`src/rtl/peripheral_sqrt_param.sv`:
```
// Memory-mapped integer square-root peripheral: bus register file plus an iterative
// restoring root engine that produces one root bit per clock.
module peripheral_sqrt_param #(
    parameter int WIDTH = 16
) (
    input  logic        clk,
    input  logic        rst,
    input  logic [31:0] d_in,
    input  logic        cs,
    input  logic [4:0]  addr,
    input  logic        rd,
    input  logic        wr,
    output logic [31:0] d_out,
    output logic        done_irq
);

    localparam int HALF = WIDTH / 2;
    localparam int IW   = $clog2(HALF + 1);

    localparam logic [4:0] ADDR_RADICAND  = 5'h04;
    localparam logic [4:0] ADDR_CTRL      = 5'h08;
    localparam logic [4:0] ADDR_REMAINDER = 5'h0C;
    localparam logic [4:0] ADDR_ROOT      = 5'h10;
    localparam logic [4:0] ADDR_STATUS    = 5'h14;

    localparam logic [0:0] ST_IDLE = 1'b0;
    localparam logic [0:0] ST_RUN  = 1'b1;

    logic [0:0]       state_reg;
    logic [WIDTH-1:0] radicand_reg;
    logic             irq_en_reg;
    logic [HALF-1:0]  root_reg;
    logic [HALF:0]    rem_reg;
    logic             done_reg;
    logic             overrun_reg;
    logic [WIDTH-1:0] sh_reg;
    logic [HALF:0]    work_rem_reg;
    logic [HALF-1:0]  work_root_reg;
    logic [IW-1:0]    iter_reg;

    logic             busy;
    logic             wr_en;
    logic             rd_en;
    logic             start;
    logic             status_rd;
    logic             last_iter;
    logic [31:0]      rd_data;

    logic [HALF+2:0]  r2;
    logic [HALF+2:0]  t;
    logic [HALF+2:0]  diff;
    logic             ge;
    logic [HALF:0]    rem_next;
    logic [HALF:0]    root_shift;
    logic [HALF-1:0]  root_next;

    // Upper write-data bits are unused when WIDTH < 32.
    logic unused_din;
    assign unused_din = ^d_in;

    assign busy      = (state_reg == ST_RUN);
    assign wr_en     = cs && wr;
    assign rd_en     = cs && rd;
    assign start     = wr_en && (addr == ADDR_CTRL) && d_in[0];
    assign status_rd = rd_en && (addr == ADDR_STATUS);
    assign last_iter = busy && (iter_reg == IW'(1));
    assign done_irq  = done_reg && irq_en_reg;

    // One restoring step: bring down two radicand bits, try subtracting {root, 01}.
    always_comb begin
        r2         = {work_rem_reg, sh_reg[WIDTH-1 -: 2]};
        t          = {1'b0, work_root_reg, 2'b01};
        ge         = (r2 >= t);
        diff       = r2 - t;
        rem_next   = ge ? diff[HALF:0] : r2[HALF:0];
        root_shift = {work_root_reg, ge};
        root_next  = root_shift[HALF-1:0];
    end

    always_comb begin
        rd_data = 32'd0;
        case (addr)
            ADDR_RADICAND:  rd_data = 32'(radicand_reg);
            ADDR_CTRL:      rd_data = {30'd0, irq_en_reg, 1'b0};
            ADDR_REMAINDER: rd_data = 32'(rem_reg);
            ADDR_ROOT:      rd_data = 32'(root_reg);
            ADDR_STATUS:    rd_data = {29'd0, overrun_reg, busy, done_reg};
            default:        rd_data = 32'd0;
        endcase
    end

    always_ff @(posedge clk) begin
        if (rst) begin
            state_reg     <= ST_IDLE;
            d_out         <= 32'd0;
            radicand_reg  <= '0;
            irq_en_reg    <= 1'b0;
            root_reg      <= '0;
            rem_reg       <= '0;
            done_reg      <= 1'b0;
            overrun_reg   <= 1'b0;
            sh_reg        <= '0;
            work_rem_reg  <= '0;
            work_root_reg <= '0;
            iter_reg      <= '0;
        end else begin
            if (rd_en) begin
                d_out <= rd_data;
            end
            if (wr_en && addr == ADDR_RADICAND) begin
                radicand_reg <= d_in[WIDTH-1:0];
            end
            if (wr_en && addr == ADDR_CTRL) begin
                irq_en_reg <= d_in[1];
            end
            // Read-to-clear first; set assignments further down take priority.
            if (status_rd) begin
                done_reg    <= 1'b0;
                overrun_reg <= 1'b0;
            end
            case (state_reg)
                ST_IDLE: begin
                    if (start) begin
                        sh_reg        <= radicand_reg;
                        work_rem_reg  <= '0;
                        work_root_reg <= '0;
                        iter_reg      <= IW'(HALF);
                        done_reg      <= 1'b0;
                        state_reg     <= ST_RUN;
                    end
                end
                default: begin
                    sh_reg        <= sh_reg << 2;
                    work_rem_reg  <= rem_next;
                    work_root_reg <= root_next;
                    iter_reg      <= iter_reg - IW'(1);
                    if (start) begin
                        overrun_reg <= 1'b1;
                    end
                    if (last_iter) begin
                        root_reg  <= root_next;
                        rem_reg   <= rem_next;
                        done_reg  <= 1'b1;
                        state_reg <= ST_IDLE;
                    end
                end
            endcase
        end
    end

endmodule

```
`config.mk`:
```
export PLATFORM = sky130hd
export DESIGN_NAME = peripheral_sqrt_param
export DESIGN_NICKNAME = d
export VERILOG_FILES = /design/src/rtl/peripheral_sqrt_param.sv
export SDC_FILE = /design/constraint.sdc
export NUM_CORES = 1
export LEC_CHECK = 0
export BUFFER_PORTS_ARGS = -buffer_cell sky130_fd_sc_hd__buf_2
export CAP_MARGIN = 10
export CORE_MARGIN = 2
export CORE_UTILIZATION = 45
export CTS_BUF_LIST = sky130_fd_sc_hd__clkbuf_16
export DETAILED_ROUTE_END_ITERATION = 10
export PLACE_DENSITY = 0.66
export SKIP_CTS_REPAIR_TIMING = 1
export SKIP_LAST_GASP = 1
export SYNTH_ARGS = -nofsm -noshare
export SYNTH_HDL_FRONTEND = slang
export SYNTH_SLANG_ARGS = --single-unit
```
`constraint.sdc`:
```
create_clock -name clk -period 3.1 [get_ports clk]
set_input_delay 0.155 -clock clk [delete_from_list [all_inputs] [get_ports clk]]
set_output_delay 0.155 -clock clk [all_outputs]
set_load 0.03 [all_outputs]
```
; Word level (Yosys, flattened, before mapping)
; Cells that the tools add are included.
[classes]
add_sub_neg = 2
mux = 20
n_reduce_logical = 11
order_cmp = 1
eq_ne = 6
[op_table]
columns = op, n
row1 = 16-bit one-hot mux with 5 select lines, 1
row2 = 16-bit two-way mux, 2
row3 = 9-bit two-way mux, 3
row4 = 8-bit two-way mux, 2
row5 = 11-bit by 10-bit >= comparator with 1-bit output, 1
row6 = 5-bit by 4-bit == test with 1-bit output (second input constant), 2
row7 = 5-bit == test (second input constant), 2
row8 = 1-bit two-way mux, 10
row9 = 9-bit subtractor, 1
row10 = 1-bit logical AND, 8
row11 = 4-bit two-way mux, 2
row12 = 5-bit by 3-bit == test with 1-bit output (second input constant), 1
row13 = 4-bit by 1-bit == test with 1-bit output (second input constant), 1
row14 = 4-bit by 1-bit subtractor with 4-bit output (second input constant), 1
row15 = 2-bit AND reduction, 1
row16 = 2-bit nonzero test, 1
row17 = 2-bit OR reduction, 1
[totals]
word_cells = 53
reg_bits = 106
in_bits = 42

; Longest topological paths before layout
; Gate-level depths: netlist of run 1.
[depth]
depth_word = 5
depth_mapped = 10
ltp_nobuf = 8

; Least setup slack after synthesis of run 1
; Ideal clock, no wire load.
[synth_path]
path_type = flip-flop to flip-flop
from = register work_root_reg[2]
to = register rem_reg[1]
setup_time_ns = 0.067
synth_period_minus_slack_ns = 2.230
t_arrival_ns = 2.163
t_required_ns = 3.033
path_slack_ns = 0.870
path_stages_with_launch = 11
path_buffers = 2
path_cell_list = dfxtp_1 -> inv_1 -> ha_1 -> a211oi_2 -> nor2_1 -> or3_1 -> buf_6 -> a31o_1 -> buf_6 -> a211o_1 -> a21oi_2
[synth_via]
elab_chain_cells = 2
[synth_lines]
columns = element, line_no
row1 = from (decl), 38  ; logic [HALF-1:0] work_root_reg;
row2 = from (signal assigned), 135  ; work_root_reg <= root_next;
row3 = 11-bit by 10-bit >= comparator with 1-bit output, 73  ; ge = (r2 >= t);
row4 = 9-bit two-way mux, 75  ; rem_next = ge ? diff[HALF:0] : r2[HALF:0];
row5 = to (signal assigned), 142  ; rem_reg <= rem_next;
row6 = to (decl), 33  ; logic [HALF:0] rem_reg;
; No other way between the ends.
; A chain may end at the register's enable or synchronous reset.

; Worst setup path after layout of run 1
[layout_path]
from = register work_root_reg[5]
to = register rem_reg[6]
; Same word-level chain as after synthesis.

==> run summary, run 1 <==
Hold Startpoint = d_in[13]
synth warn = 0
Die Wd = 101 um
post-route ant nets = 0
# clock sinks = 90
Cell Area, Placed = 4450 um^2
initial core utilization = 0.462
first-pass GRT wire length = 16.7 mm
crit share post-route = 0.820
clk root buf = clkbuf_16
largest net degree at the start of global routing = 80
count of different cell masters after synthesis = 59
global route overflow = 0
row cnt = 35
final worst path period need = 2.54 ns
routability cong. = 0.828
Pleak = 1.76 nW
worst-skew pair later-pin latency = 0.34 ns
total number of vias = 3764
Req. time, crit path = 3.28 ns
sum of negative setup slack = 0 ns
worst-margin pin slew = 1.04 ns
worst min path class = in2reg
share of layout cells above drive strength 1 = 0.140
Mapped Cells = 540
Max Cap Viol = 0
status = finished clean
RSZ-0062 raised after global routing = false
htree depth = 3
count of antenna diodes in the layout = 0
Synth async-reset ratio = 0
I/O Pins = 75
worst vdd ir = 0.259 mV
reg2reg path depth = 8
vias per cell = 5.53
die area = 10200 um^2
Finished Layout Cells = 681
Worst Skew = 0.00988 ns
critical path peak fanout = 10
CP delay by family, top = compound AO/OA/AOI/OAI gates
fmax = 0.394 GHz
dpl cells = 665
CP Launch Type = register
slowest stage delay, CP = 0.45 ns
commonest non-fill, non-tap cells in the layout = nand2_1 (105), dfxtp_1 (89), a21oi_1 (85), nor2_1 (52), buf_2 (42)
antenna violations before repair = 0
R2R setup slack = 0.56 ns
hold worst-path end = radicand_reg[13]$_SDFFE_PP0P_
GRT Total Usage = 0.208
Slowest-stage cell, CP = a31o_1
WS Path Type = reg2reg
hold path depth = 3
IO buf count = 42
syn_area_per_cell = 7.87 um^2
Core ar. = 9200 um^2
WL final = 10.3 mm
Reg2Reg Launch Point = work_root_reg[5]$_SDFFE_PP0P_
chip height = 101 um
Setup crit end kind = register
design area = 4750 um^2
TritonCTS clock tree = yes
reg2reg end = rem_reg[6]$_SDFFE_PP0P_
pwr/cell area = 495 nW/um^2
Net count, final = 619
vias in the first global route = 3340
synthesized area = 4250 um^2
CTS buffer count = 9
clock slew at reported path FFs = 0.07 ns
main flop type after synthesis = dfxtp_1
EDFF count, synth = 0
WP buf/inv = 1
DRT Pass-1 Iters = 8
most common cell after layout, fill and taps aside = nand2_1
Area Growth Syn to Fin = 11.8%
final number of setup-violating endpoints = 0
Yosys reg bits = 90
Slew Viols, Final = 0
Iter 0 DRT Violations = 278
Worst slew margin = 0.293
post-synthesis sequential area ratio = 0.424
CP arrival = 2.72 ns
fill cell count = 911
HPWL Detailed = 7.28 mm
Final Hold Vio Count = 0
drt wl/cell = 15.1 um
Clock Path Buffers = 2
Overall Power = 2.35 mW
DR DRC count = 0
critical-path cell list = inv_1 > ha_1 > nand4_1 > o21ai_0 > a211o_1 > a31o_1 > mux2i_1 > a211oi_1
==> synthesized netlist by cell type, types with 3 or more instances <==
cell	number	share of area
a211oi_1	6	0.011
a21oi_1	85	0.10
a222oi_1	8	0.019
a22oi_1	3	0.0053
and2_1	4	0.0059
and3_1	3	0.0044
buf_1	3	0.0026
buf_2	6	0.0071
buf_4	16	0.028
clkbuf_1	24	0.021
dfxtp_1	90	0.42
ha_1	12	0.035
inv_1	16	0.014
mux2_2	3	0.0079
mux2i_1	7	0.016
nand2_1	105	0.093
nand3_1	12	0.014
nand4_1	5	0.0074
nor2_1	52	0.046
nor2b_1	3	0.0044
nor3_1	9	0.011
o21ai_0	12	0.014
or3_1	10	0.015
xnor2_1	3	0.0062
==> cell families (layout without fill, tap and decap cells) <==
family / count (synthesis) / after routing / synth area share
muxes: 10 / 10 / 0.0244
adders and majority gates: 12 / 12 / 0.0353
xor gates and xnor gates: 5 / 5 / 0.0103
DFF: 90 / 90 / 0.424
and+or+nand+nor: 216 / 216 / 0.224
other: 1 / 16 / 0.000882
buffers and inverters: 68 / 83 / 0.0798
AOI/OAI and AO/OA: 138 / 138 / 0.202
==> final cells by class <==
type	instances	area (um^2)	area share
multi-input combinational	397	2170	0.456
inverter	16	60.1	0.0126
clock inverter	7	80.1	0.0169
timing repair buffer	51	278	0.0585
clock buffer	9	225	0.0474
tap	111	139	0.0292
sequential	90	1800	0.379
==> layer usage <==
metal,up-vias,routed length (um),GRT usage
met3,17,667,0.0366
li1,1885,-,-
met5,-,0,0
met4,0,212,0.0842
met1,1744,4810,0.303
met2,118,4570,0.306
==> how the worst max path moves through the flow <==
stage	start	endpoint	slack, ns	cells after the start
global placement	work_root_reg[2]$_SDFFE_PP0P_	rem_reg[6]$_SDFFE_PP0P_	0.63	8
finish	work_root_reg[5]$_SDFFE_PP0P_	rem_reg[6]$_SDFFE_PP0P_	0.56	8
floorplan	work_root_reg[2]$_SDFFE_PP0P_	rem_reg[1]$_SDFFE_PP0P_	0.87	10
CTS	work_root_reg[5]$_SDFFE_PP0P_	rem_reg[6]$_SDFFE_PP0P_	0.58	8
detailed placement	work_root_reg[5]$_SDFFE_PP0P_	rem_reg[6]$_SDFFE_PP0P_	0.58	8
global route	work_root_reg[5]$_SDFFE_PP0P_	rem_reg[6]$_SDFFE_PP0P_	0.38	8
==> worst min-delay path, delay by kind of cell <==
| kind | cells | cell delay, ns |
|---|---|---|
| buffers and inverters | 1 | 0.10 |
| AOI/OAI and AO/OA | 1 | 0.05 |
| and+or+nand+nor | 1 | 0.04 |
==> metrics by stage <==
stage	hold slack (ns)	setup slack, ns	utilization
after floorplan	0.291	0.870	-
after global placement	0.397	0.625	0.484
after detailed placement	0.406	0.583	0.484
after CTS	0.0408	0.576	0.517
after global routing	0.0550	0.381	0.517
final	0.0429	0.559	0.517
==> power by group <==
group | internal, mW | switching (mW)
sequential | 1.16 | 0.00128
combinational | 0.0186 | 0.0698
clock | 0.633 | 0.474
total | 1.81 | 0.545
No activity file was read; power rests on OpenSTA's default activity.
==> run 2, diff against run 1 <==
- PLACE_DENSITY: 0.66 -> 0.69
- clock period: 3.1 -> 2.2 ns (I/O delays scaled with it)
==> run 2 against run 1 <==
  * Flip-flop and latch count unchanged
  * Critical path type unchanged
  * Final area increased by 7.7%
  * Largest power group unchanged
  * First-iteration DRC count up 32%
  * Clock-buffer cell count is the same
  * Via count up 4.0%
  * Wire length is 7.4% higher
  * Utilization increased by 4.0 points
  * Largest cell class unchanged
  * Register-to-register slack worse by 0.48 ns
  * Non-clock buffer count grew 30
  * Clock skew fell by 0.0026 ns
==> run summary, run 2 (synthesized netlist as in run 1, its figures left out) <==
status = finished clean
CP Launch Type = register
share of layout cells above drive strength 1 = 0.215 (+0.0746)
Worst slew margin = 0.280 (-0.0135)
crit share post-route = 0.964 (+0.144)
IO buf count = 42 (unchanged)
Setup crit end kind = register
R2R setup slack = 0.08 ns (-0.48 ns)
vias per cell = 5.51 (-0.38%)
sum of negative setup slack = 0 ns (unchanged)
pwr/cell area = 639 nW/um^2 (+29%)
WS Path Type = reg2reg
total number of vias = 3915 (+4.0%)
global route overflow = 0 (unchanged)
critical path peak fanout = 5 (-5)
worst-skew pair later-pin latency = 0.33 ns (about the same)
count of antenna diodes in the layout = 0 (unchanged)
die area = 10200 um^2 (unchanged)
htree depth = 3 (unchanged)
design area = 5120 um^2 (+7.7%)
routability cong. = 0.842 (+1.7%)
Worst Skew = 0.00731 ns (-0.00257 ns)
Req. time, crit path = 2.43 ns (-0.85 ns)
post-route ant nets = 0 (unchanged)
# clock sinks = 90 (unchanged)
Final Hold Vio Count = 0 (unchanged)
antenna violations before repair = 0 (unchanged)
Slew Viols, Final = 0 (unchanged)
Net count, final = 649 (+4.8%)
Clock Path Buffers = 2 (unchanged)
DRT Pass-1 Iters = 5 (-3)
commonest non-fill, non-tap cells in the layout = nand2_1 (105), dfxtp_1 (86), a21oi_1 (84), nor2_1 (52), buf_2 (42)
WP buf/inv = 2 (+1)
Core ar. = 9200 um^2 (unchanged)
most common cell after layout, fill and taps aside = nand2_1
worst min path class = in2reg
Place WS = -0.0135 ns (-0.596 ns)
RSZ-0062 raised after global routing = false
Die Wd = 101 um (unchanged)
CP delay by family, top = compound AO/OA/AOI/OAI gates
row cnt = 35 (unchanged)
worst vdd ir = 0.390 mV (+50%)
worst-margin pin slew = 1.06 ns (+0.0200 ns)
Pleak = 1.92 nW (+9.0%)
largest net degree at the start of global routing = 55 (-31%)
TritonCTS clock tree = yes
first-pass GRT wire length = 17.4 mm (+4.3%)
final worst path period need = 2.12 ns (-0.420 ns)
Final WS setup = 0.0796 ns (-0.480 ns)
I/O Pins = 75 (unchanged)
Overall Power = 3.27 mW (+39%)
critical-path cell list = inv_1 > ha_1 > nand4_1 > o21ai_0 > a211o_1 > buf_4 > a31oi_4 > nor3_1 > a2111oi_2
drt wl/cell = 15.5 um (+2.8%)
CP arrival = 2.35 ns (-0.37 ns)
chip height = 101 um (unchanged)
CTS buffer count = 9 (unchanged)
final number of setup-violating endpoints = 0 (unchanged)
DR DRC count = 0 (unchanged)
Iter 0 DRT Violations = 367 (+32%)
vias in the first global route = 3532 (+5.7%)
Area Growth Syn to Fin = 20.3%
fmax = 0.472 GHz (+20%)
GRT Total Usage = 0.216 (+0.00769)
clock slew at reported path FFs = 0.07 ns (about the same)
Max Cap Viol = 0 (unchanged)
initial core utilization = 0.462 (unchanged)
WL final = 11.0 mm (+7.4%)
Cell Area, Placed = 4680 um^2 (+5.3%)
HPWL Detailed = 7.70 mm (+5.7%)
slowest stage delay, CP = 0.47 ns (+0.02 ns)
clk root buf = clkbuf_16
Slowest-stage cell, CP = dfxtp_1
==> run 2: per-layer routing <==
layer,share of wire,vias to the layer above,track usage
met4,0.011,0,0.0613
met1,0.46,1837,0.300
met3,0.059,12,0.0414
met5,0,-,0
li1,-,1936,-
met2,0.47,130,0.343
==> run 2: area by class of cell <==
cell class | instances | area, um^2
Tap cell | 111 | 139
Sequential cell | 90 | 1810
Clock buffer | 9 | 225
Clock inverter | 7 | 70.1
Fill cell | 835 | 4080
Timing Repair Buffer | 81 | 507
Inverter | 16 | 60.1
Multi-Input combinational cell | 397 | 2310
==> run 2: worst paths after layout <==
path | start | to | cells after the start
setup / recovery | sh_reg[15]$_SDFFE_PP0P_ | rem_reg[5]$_SDFFE_PP0P_ | 9
hold / removal | d_in[13] | radicand_reg[13]$_SDFFE_PP0P_ | 3
setup reg to reg | sh_reg[15]$_SDFFE_PP0P_ | rem_reg[5]$_SDFFE_PP0P_ | 9
hold reg to reg | d_out[14]$_SDFFE_PP0P_ | d_out[14]$_SDFFE_PP0P_ | 2
==> run 2: metrics by stage <==
stage                     hold WS, ns  cells  utilization
after detailed placement        0.356    695        0.509
final                         0.00621    711        0.556
after global routing          0.00399    711        0.556
after CTS                   -0.000575    711        0.541
after global placement          0.350    695        0.509
after floorplan                 0.246    555            -
==> run 2: worst register-to-register path: cells and delay by family, from the launching register on <==
family | cells | cell delay (ns)
AOI/OAI and AO/OA | 4 | 0.90
DFF | 1 | 0.47
buffers and inverters | 2 | 0.30
adders and majority gates | 1 | 0.20
and+or+nand+nor | 2 | 0.16
==> run 2: report_power, final <==
part | switching, mW | total, mW | internal [mW]
Clock | 0.628 | 1.51 | 0.878
Sequential | 0.00201 | 1.63 | 1.63
Combinational | 0.100 | 0.129 | 0.0293
==> run 3, diff against run 2 <==
- CORE_MARGIN: 2 -> unset
==> run 3 against run 2 <==
  * Cell count down 0.28%
  * Clock skew up 0.0019 ns
  * Critical path depth unchanged
  * Flip-flop and latch count unchanged
  * Combinational power about the same
  * Setup slack worse by 0.022 ns
  * Non-clock buffer count down 2
  * Final area down 0.66%
  * Power about the same
  * Fmax down 1.0%
  * Critical path type unchanged
==> run summary, run 3 (synthesized netlist as in run 1, its figures left out) <==
status = finished clean
I/O Pins = 75 (unchanged)
largest net degree at the start of global routing = 43 (-22%)
dpl cells = 693 (-0.29%)
final worst path period need = 2.14 ns (+0.0222 ns)
WL final = 10.7 mm (-3.0%)
Clock Path Buffers = 2 (unchanged)
crit share post-route = 0.974 (+0.0101)
clk root buf = clkbuf_16
pwr/cell area = 642 nW/um^2 (+0.57%)
hold path depth = 3 (unchanged)
GRT Total Usage = 0.221 (+0.00528)
Reg2Reg Launch Point = work_root_reg[2]$_SDFFE_PP0P_
global route overflow = 0 (unchanged)
reg2reg path depth = 9 (unchanged)
Hold Startpoint = d_in[9]
vias in the first global route = 3494 (-1.1%)
critical-path cell list = inv_2 > ha_4 > a211oi_2 > nor2_1 > or3_4 > buf_4 > nand2b_1 > o221a_2 > a22o_1
Slowest-stage cell, CP = or3_4
DR DRC count = 0 (unchanged)
WS Path Type = reg2reg
worst vdd ir = 0.401 mV (+3.0%)
die area = 9840 um^2 (-3.9%)
Finished Layout Cells = 709 (-0.28%)
R2R setup slack = 0.06 ns (-0.02 ns)
Req. time, crit path = 2.42 ns (about the same)
Overall Power = 3.26 mW (about the same)
DRT Pass-1 Iters = 5 (unchanged)
IO buf count = 42 (unchanged)
clock slew at reported path FFs = 0.07 ns (about the same)
vias per cell = 5.53 (+0.44%)
CTS buffer count = 9 (unchanged)
Core ar. = 9200 um^2 (unchanged)
Die Wd = 99.2 um (-2.0%)
HPWL Detailed = 7.66 mm (-0.49%)
TritonCTS clock tree = yes
count of antenna diodes in the layout = 0 (unchanged)
worst-skew pair later-pin latency = 0.33 ns (about the same)
antenna violations before repair = 0 (unchanged)
first-pass GRT wire length = 17.3 mm (-0.44%)
Worst slew margin = 0.313 (+0.0332)
post-route ant nets = 0 (unchanged)
Final Hold Vio Count = 0 (unchanged)
drt wl/cell = 15.1 um (-2.8%)
footprint of the multi-input gates = 2290 um^2 (-0.81%)
routability cong. = 0.858 (+1.9%)
fmax = 0.467 GHz (-1.0%)
worst min path class = in2reg
# clock sinks = 90 (unchanged)
critical path peak fanout = 4 (-1)
row cnt = 35 (unchanged)
share of layout cells above drive strength 1 = 0.211 (-0.00430)
htree depth = 3 (unchanged)
most common cell after layout, fill and taps aside = nand2_1
commonest non-fill, non-tap cells in the layout = nand2_1 (105), dfxtp_1 (85), a21oi_1 (84), nor2_1 (52), buf_2 (42)
FF+latch area = 1810 um^2 (about the same)
reg2reg end = work_rem_reg[7]$_SDFFE_PP0P_
CP arrival = 2.36 ns (about the same)
CP Launch Type = register
final number of setup-violating endpoints = 0 (unchanged)
total number of vias = 3921 (+0.15%)
initial core utilization = 0.462 (unchanged)
Setup crit end kind = register
worst-margin pin slew = 1.01 ns (-0.0491 ns)
worst hold margin = 0.0102 ns (+0.00400 ns)
Finished Core Util = 0.553 (-0.00367)
Slew Viols, Final = 0 (unchanged)
Max Cap Viol = 0 (unchanged)
hold worst-path end = radicand_reg[9]$_SDFFE_PP0P_
Net count, final = 647 (-0.31%)
Worst Skew = 0.00924 ns (+0.00193 ns)
slowest stage delay, CP = 0.37 ns (-0.10 ns)
fill cell count = 848 (+1.6%)
Pleak = 1.91 nW (-0.63%)
Iter 0 DRT Violations = 356 (-3.0%)
chip height = 99.2 um (-2.0%)
Area Growth Syn to Fin = 19.5%
run 3: cell types whose count changed in the layout (fill, tap and decap cells not counted), sizes merged:
cell      before  now
buf           81   79
clkinv         2    1
clkinvlp       2    3
run 3: layer usage:
metal	share of wire	global-route usage	vias up
met2	0.47	0.348	113
met1	0.47	0.317	1864
met3	0.056	0.0316	8
li1	-	-	1936
met5	0	0	-
met4	0.0075	0.0588	0
run 3: how the worst max path moves through the flow:
stage / start / endpoint / slack [ns] / cells past startpoint
2_1_floorplan: work_root_reg[3]$_SDFFE_PP0P_ / rem_reg[1]$_SDFFE_PP0P_ / 0.04 / 10
6_report: work_root_reg[2]$_SDFFE_PP0P_ / work_rem_reg[7]$_SDFFE_PP0P_ / 0.06 / 9
4_1_cts: work_root_reg[1]$_SDFFE_PP0P_ / work_rem_reg[6]$_SDFFE_PP0P_ / -0.04 / 8
3_5_place_dp: work_root_reg[1]$_SDFFE_PP0P_ / work_rem_reg[2]$_SDFFE_PP0P_ / -0.01 / 8
5_1_grt: work_root_reg[6]$_SDFFE_PP0P_ / rem_reg[5]$_SDFFE_PP0P_ / -0.02 / 9
3_3_place_gp: work_root_reg[0]$_SDFFE_PP0P_ / rem_reg[8]$_SDFFE_PP0P_ / -0.003 / 9
run 3: where the power goes:
part / switching, mW / total [mW] / internal [mW]
Sequential: 0.00207 / 1.63 / 1.63
Clock: 0.627 / 1.50 / 0.876
Combinational: 0.0999 / 0.129 / 0.0293
run 3: layout make-up:
type	instances	area share
multi-input cells	397	0.451
well taps	111	0.0273
flip-flops and latches	90	0.356
clock inverters	7	0.0135
clock buffers	9	0.0443
repair buffers	79	0.0968
inverters	16	0.0118
run 3: per-stage QoR:
stage / setup TNS (ns) / worst slack, ns / area (um^2)
global route: -0.0234 / -0.0234 / 5080
finish: 0 / 0.0574 / 5080
floorplan: 0 / 0.0372 / 4320
global placement: -0.00311 / -0.00311 / 4670
detailed placement: -0.0171 / -0.0107 / 4670
CTS: -0.181 / -0.0390 / 4960
run 3: worst max-delay path: cells and delay by family, from the launching register on:
family,cells,cell delay [ns]
flops,1,0.34
simple gates,3,0.57
fa+ha+maj,1,0.22
buf+inv,2,0.21
compound gates,3,0.68
